## config.mk

```make
export PLATFORM = sky130hd
export DESIGN_NAME = apb_cmd_master
export DESIGN_NICKNAME = d
export VERILOG_FILES = /design/src/rtl/apb_cmd_master.sv
export SDC_FILE = /design/constraint.sdc
export NUM_CORES = 1
export LEC_CHECK = 0
export BUFFER_PORTS_ARGS = -buffer_cell sky130_fd_sc_hd__buf_2
export CELL_PAD_IN_SITES_DETAIL_PLACEMENT = 0
export CELL_PAD_IN_SITES_GLOBAL_PLACEMENT = 1
export CORE_MARGIN = 5
export CORE_UTILIZATION = 38
export CTS_BUF_LIST = sky130_fd_sc_hd__clkbuf_16
export CTS_CLUSTER_SIZE = 24
export DETAILED_ROUTE_END_ITERATION = 8
export PLACE_DENSITY = 0.95
export SLEW_MARGIN = 20
export SYNTH_ARGS = -nofsm -noshare
export SYNTH_HDL_FRONTEND = slang
export SYNTH_SLANG_ARGS = --single-unit
```

## constraint.sdc

```tcl
create_clock -name clk -period 3.6 [get_ports clk]
set_input_delay 0.72 -clock clk [delete_from_list [all_inputs] [get_ports clk]]
set_output_delay 0.72 -clock clk [all_outputs]
set_load 0.01 [all_outputs]
```

## src/rtl/apb_cmd_master.sv

```systemverilog
// apb_cmd_master: valid/ready command stream to APB initiator.
// One transfer outstanding at a time; a watchdog aborts ACCESS phases
// whose completer never raises pready (TIMEOUT = 0 disables it).
//
// state  | meaning
// IDLE   | cmd_ready high, waiting for a command
// SETUP  | psel=1, penable=0, one cycle
// ACCESS | psel=1, penable=1, waiting for pready or watchdog expiry
// RESP   | rsp_valid high, waiting for rsp_ready
module apb_cmd_master #(
  parameter int ADDR_WIDTH = 15,
  parameter int DATA_WIDTH = 32,
  parameter int TIMEOUT    = 255
) (
  input  logic                    clk,
  input  logic                    rst_n,
  input  logic                    cmd_valid,
  output logic                    cmd_ready,
  input  logic                    cmd_write,
  input  logic [ADDR_WIDTH-1:0]   cmd_addr,
  input  logic [DATA_WIDTH-1:0]   cmd_wdata,
  output logic                    rsp_valid,
  input  logic                    rsp_ready,
  output logic [DATA_WIDTH-1:0]   rsp_rdata,
  output logic                    rsp_err,
  output logic                    rsp_timeout,
  output logic                    busy,
  output logic [ADDR_WIDTH-1:0]   paddr,
  output logic                    pwrite,
  output logic [DATA_WIDTH-1:0]   pwdata,
  output logic [DATA_WIDTH/8-1:0] pstrb,
  output logic [2:0]              pprot,
  output logic                    psel,
  output logic                    penable,
  input  logic [DATA_WIDTH-1:0]   prdata,
  input  logic                    pready,
  input  logic                    pslverr
);

  localparam int STRB_WIDTH = DATA_WIDTH / 8;
  localparam int WD_WIDTH   = (TIMEOUT > 0) ? $clog2(TIMEOUT + 1) : 1;
  localparam bit WD_EN      = (TIMEOUT != 0);
  // Expiry fires in the ACCESS cycle whose increment would reach TIMEOUT,
  // so an idle completer sees exactly TIMEOUT ACCESS cycles.
  localparam logic [WD_WIDTH-1:0] WD_LAST = WD_WIDTH'((TIMEOUT > 0) ? TIMEOUT - 1 : 0);
  localparam logic [WD_WIDTH-1:0] WD_MAX  = WD_WIDTH'(TIMEOUT);

  typedef enum logic [1:0] {
    IDLE   = 2'd0,
    SETUP  = 2'd1,
    ACCESS = 2'd2,
    RESP   = 2'd3
  } state_e;

  state_e                  state_q, state_d;
  logic                    cmd_ready_q, cmd_ready_d;
  logic                    rsp_valid_q, rsp_valid_d;
  logic [DATA_WIDTH-1:0]   rsp_rdata_q, rsp_rdata_d;
  logic                    rsp_err_q, rsp_err_d;
  logic                    rsp_timeout_q, rsp_timeout_d;
  logic                    busy_q, busy_d;
  logic [ADDR_WIDTH-1:0]   paddr_q, paddr_d;
  logic                    pwrite_q, pwrite_d;
  logic [DATA_WIDTH-1:0]   pwdata_q, pwdata_d;
  logic [STRB_WIDTH-1:0]   pstrb_q, pstrb_d;
  logic                    psel_q, psel_d;
  logic                    penable_q, penable_d;
  logic [WD_WIDTH-1:0]     wd_q, wd_d;

  // Next-state and next-output computation for the transfer sequencer.
  always_comb begin
    state_d       = state_q;
    cmd_ready_d   = cmd_ready_q;
    rsp_valid_d   = rsp_valid_q;
    rsp_rdata_d   = rsp_rdata_q;
    rsp_err_d     = rsp_err_q;
    rsp_timeout_d = rsp_timeout_q;
    busy_d        = busy_q;
    paddr_d       = paddr_q;
    pwrite_d      = pwrite_q;
    pwdata_d      = pwdata_q;
    pstrb_d       = pstrb_q;
    psel_d        = psel_q;
    penable_d     = penable_q;
    wd_d          = wd_q;

    unique case (state_q)
      IDLE: begin
        if (cmd_valid && cmd_ready_q) begin
          paddr_d     = cmd_addr;
          pwrite_d    = cmd_write;
          pwdata_d    = cmd_write ? cmd_wdata : '0;
          pstrb_d     = cmd_write ? '1 : '0;
          psel_d      = 1'b1;
          cmd_ready_d = 1'b0;
          busy_d      = 1'b1;
          state_d     = SETUP;
        end
      end
      SETUP: begin
        penable_d = 1'b1;
        wd_d      = '0;
        state_d   = ACCESS;
      end
      ACCESS: begin
        if (pready) begin
          rsp_rdata_d   = pwrite_q ? '0 : prdata;
          rsp_err_d     = pslverr;
          rsp_timeout_d = 1'b0;
          rsp_valid_d   = 1'b1;
          psel_d        = 1'b0;
          penable_d     = 1'b0;
          pstrb_d       = '0;
          state_d       = RESP;
        end else if (WD_EN && (wd_q == WD_LAST)) begin
          rsp_rdata_d   = '0;
          rsp_err_d     = 1'b1;
          rsp_timeout_d = 1'b1;
          rsp_valid_d   = 1'b1;
          psel_d        = 1'b0;
          penable_d     = 1'b0;
          pstrb_d       = '0;
          state_d       = RESP;
        end else if (wd_q != WD_MAX) begin
          wd_d = wd_q + 1'b1;
        end
      end
      RESP: begin
        if (rsp_ready) begin
          rsp_valid_d   = 1'b0;
          rsp_rdata_d   = '0;
          rsp_err_d     = 1'b0;
          rsp_timeout_d = 1'b0;
          cmd_ready_d   = 1'b1;
          busy_d        = 1'b0;
          state_d       = IDLE;
        end
      end
      default: begin
        state_d = IDLE;
      end
    endcase
  end

  // State and registered outputs; cmd_ready comes out of reset already high.
  always_ff @(posedge clk or negedge rst_n) begin
    if (!rst_n) begin
      state_q       <= IDLE;
      cmd_ready_q   <= 1'b1;
      rsp_valid_q   <= 1'b0;
      rsp_rdata_q   <= '0;
      rsp_err_q     <= 1'b0;
      rsp_timeout_q <= 1'b0;
      busy_q        <= 1'b0;
      paddr_q       <= '0;
      pwrite_q      <= 1'b0;
      pwdata_q      <= '0;
      pstrb_q       <= '0;
      psel_q        <= 1'b0;
      penable_q     <= 1'b0;
      wd_q          <= '0;
    end else begin
      state_q       <= state_d;
      cmd_ready_q   <= cmd_ready_d;
      rsp_valid_q   <= rsp_valid_d;
      rsp_rdata_q   <= rsp_rdata_d;
      rsp_err_q     <= rsp_err_d;
      rsp_timeout_q <= rsp_timeout_d;
      busy_q        <= busy_d;
      paddr_q       <= paddr_d;
      pwrite_q      <= pwrite_d;
      pwdata_q      <= pwdata_d;
      pstrb_q       <= pstrb_d;
      psel_q        <= psel_d;
      penable_q     <= penable_d;
      wd_q          <= wd_d;
    end
  end

  assign cmd_ready   = cmd_ready_q;
  assign rsp_valid   = rsp_valid_q;
  assign rsp_rdata   = rsp_rdata_q;
  assign rsp_err     = rsp_err_q;
  assign rsp_timeout = rsp_timeout_q;
  assign busy        = busy_q;
  assign paddr       = paddr_q;
  assign pwrite      = pwrite_q;
  assign pwdata      = pwdata_q;
  assign pstrb       = pstrb_q;
  assign pprot       = 3'b000;
  assign psel        = psel_q;
  assign penable     = penable_q;

endmodule

```

==> flow_metrics.py <==
metrics = {
    "cells_and_area": {
        "final_cells": 715,
        "layout-drive-gt1-share": 0.363,
        "syn2layout_area_growth_pct": 28.7,
        "nNetsFinal": 663,
        "nFillCells": 984,
        "diodes": 0,
    },
    "setup_path": {
        "worstPathRequired_ns": 3.88,
        "worstPathMaxFanout": 50,
        "end_kind": "flop",
        "max_stage_delay_ns": 0.84,
        "cp_slowest_cell": "and3_2",
        "worstSetupPathType": "reg -> reg",
        "worstSetupStartpointType": "flop",
        "crit_chain": "inv_1 -> ha_1 -> and3_2 -> nand2_1 -> a21oi_1 -> a21o_1",
        "cp.arrival_ns": 2.48,
    },
    "routing": {
        "wirelength_mm": 11.3,
        "ant_nets": 0,
        "avgRoutedWirePerCell_um": 15.8,
        "drtIter0Drc": 315,
        "num_vias": 3601,
        "viasPerCell": 5.04,
        "dr.pass1.iters": 5,
        "drc": 0,
    },
    "clock_tree": {
        "cts_setup_buffers": 0,
        "cts_buffers": 9,
        "cts_tree": "yes",
        "htreeDepth": 3,
        "clock_latency_ns": 0.34,
        "clkTransAtPathRegs_ns": 0.06,
        "cts-resized-gates": 0,
        "clock_path_buffers": 2,
        "hold_buffers": 0,
        "cts.sinks": 98,
        "root_buffer": "clkbuf_16",
    },
    "timing": {
        "tns_ns": 0,
        "finalSetupViolCount": 0,
        "fin_crit_sh": 0.613,
        "finClkSkew_ns": 0.00765,
        "rsz0062_at_grt": "false",
        "relSlewSlack": 0.397,
        "period_minus_slack_ns": 2.21,
        "hold_ws_ns": 0.394,
        "drv_slew": 0,
        "hold_viol_final": 0,
        "worstMarginPinSlew_ns": 0.905,
        "fmax_mhz": 453,
    },
    "yosys": {
        "yosysTopAreaCell": "dfrtp_1",
        "ys_seq_area_frac": 0.585,
        "yosys_warnings": 0,
        "syn_area_per_cell_um2": 10.3,
        "synthAdderAreaFrac": 0.0209,
        "synth-simple-area-share": 0.210,
        "synth_compound_area_frac": 0.120,
        "synth-xor-area-share": 0.00209,
        "ys_async_sr_fraction": 1.00,
        "yosys-top-cells-area": "dfrtp_1 58%, nand2_1 11%, a22o_1 6.5%",
        "synth_ff_type": "dfrtp_1",
        "synth.distinct_cells": 48,
        "muxShareOfSynthArea": 0.00716,
        "synth_edf_count": 0,
        "synth_top_area_frac": 0.578,
        "synth_top_family_by_area": "simple AND/OR/NAND/NOR gates",
        "ys_ff_latch": 98,
        "postSynthCellCount": 408,
        "syn-cell-area_um2": 4200,
    },
    "global_route": {
        "grt_use_total": 0.166,
        "antenna_found_initial": 0,
        "grt_pass1_vias": 3499,
        "grt_max_degree": 52,
        "grt_pass1_wl_mm": 17.5,
        "grt.overflow.total": 0,
    },
    "die": {
        "row_count": 38,
        "core-area_um2": 10800,
        "die_h_um": 115,
        "dieWidth_um": 115,
        "ioPinCount": 180,
        "die_area_um2": 13200,
        "initial_core_util": 0.387,
    },
    "status": {
        "outcome": "complete, no violations",
    },
    "placement": {
        "hpwl_mm": 7.99,
        "placedCellCount": 699,
        "io_buffers": 176,
        "place.gp.congestion": 0.873,
    },
    "pwr": {
        "power.density_nw_per_um2": 818,
        "peakVddDrop_mv": 0.474,
        "p_leak_nw": 3.08,
        "power_w": 0.00442,
    },
    "flow_run": {
        "maxCapViolCount": 0,
    },
    "hold_path": {
        "min_path_type": "in -> async",
    },
}
-- flip-flops by register name, indices dropped and copies added, names as in the netlist --
| register | count |
|---|---|
| pwdata | 32 |
| rsp_rdata | 32 |
| paddr | 15 |
| wd_q | 8 |
| state_q | 2 |
| busy | 1 |
| cmd_ready | 1 |
| penable | 1 |
| psel | 1 |
| pstrb | 1 |
| pwrite | 1 |
| rsp_err | 1 |
| rsp_timeout | 1 |
| rsp_valid | 1 |
-- cell families after synthesis --
| logic type | Yosys count |
|---|---|
| simple gates | 195 |
| flops | 98 |
| compound gates | 66 |
| buf+inv | 37 |
| fa+ha+maj | 7 |
| mux | 3 |
| other cells | 1 |
| xor+xnor | 1 |
-- placed cells by master (no fill, tap or decap), drive strengths merged, types with 2 or more instances in the layout --
master,Yosys,final
buf,20,179
nand2,128,128
dfrtp,97,97
nand3,40,40
a22o,33,33
o21ai,11,11
a21oi,10,10
clkbuf,10,9
nor2,8,8
inv,7,7
ha,7,7
clkinv,0,5
nor3,4,4
nor2b,3,3
mux2i,3,3
o311ai,3,3
conb,1,3
o211ai,2,2
and3,2,2
and2b,2,2
-- layout make-up --
type | instances | area (µm²) | area share
repair buffers | 179 | 918 | 0.170
well taps | 140 | 175 | 0.0324
clock buffers | 9 | 225 | 0.0417
multi-input cells | 275 | 1530 | 0.284
clock inverters | 7 | 70.1 | 0.0130
inverters | 7 | 26.3 | 0.00486
flip-flops and latches | 98 | 2450 | 0.454
-- per-layer routing --
layer  routed length (µm)  vias up  part of all wire  GRT usage
met5                    0        -                 0          0
met4                  133        0             0.012     0.0485
met3                  825       11             0.073     0.0411
met2                 5570      129              0.49      0.274
met1                 4750     1757              0.42      0.218
li1                     -     1704                 -          -
-- critical path, delay by kind of cell, from the launching register on --
| kind | cells | cell delay [ns] |
|---|---|---|
| simple gates | 2 | 1.00 |
| fa+ha+maj | 1 | 0.31 |
| compound gates | 2 | 0.29 |
| buf+inv | 1 | 0.13 |
| flops | 1 | 0.42 |
-- synth_stat cells, types with 2 or more instances --
master / instances
nand2_1: 127
dfrtp_1: 97
nand3_1: 39
a22o_1: 31
a21oi_1: 10
o21ai_0: 10
nor2_1: 8
buf_4: 7
clkbuf_1: 7
ha_1: 7
inv_1: 7
buf_2: 6
buf_6: 4
buf_1: 3
mux2i_1: 3
nor2b_1: 3
o311ai_0: 3
a22o_2: 2
and3_1: 2
clkbuf_8: 2
nor3_1: 2
o211ai_1: 2
-- where the power goes --
part / total, W / internal, W / switching (W)
Sequential: 0.00182 / 0.00154 / 0.000277
Combinational: 0.00165 / 0.000681 / 0.000967
Clock: 0.000951 / 0.000537 / 0.000414
-- path summary, 6_finish.rpt --
check / startpoint / end / slack, ns / depth (start not counted)
setup / recovery: state_q[1]$_DFFE_PN0P_ / pstrb[2]$_DFFE_PN0P_ / 1.39 / 6
hold / removal: rst_n / rsp_rdata[5]$_DFFE_PN0P_ / 0.39 / 1
setup reg to reg: state_q[1]$_DFFE_PN0P_ / pstrb[2]$_DFFE_PN0P_ / 1.39 / 6
hold reg to reg: pwdata[10]$_DFFE_PN0P_ / pwdata[10]$_DFFE_PN0P_ / 0.46 / 2
max in group asynchronous: rst_n / cmd_ready$_DFFE_PN1P_ / 2.48 / 2
min in group clk: pwdata[10]$_DFFE_PN0P_ / pwdata[10]$_DFFE_PN0P_ / 0.46 / 2
-- through the flow --
| step | utilization | cell area [µm²] | setup slack, ns |
|---|---|---|---|
| after global routing | 0.498 | 5400 | 1.22 |
| after global placement | 0.471 | 5110 | 1.49 |
| after detailed placement | 0.471 | 5110 | 1.42 |
| after floorplan | - | 4200 | 1.94 |
| final | 0.498 | 5400 | 1.39 |
| after CTS | 0.498 | 5400 | 1.39 |
Power figures use the tool's default switching activity.
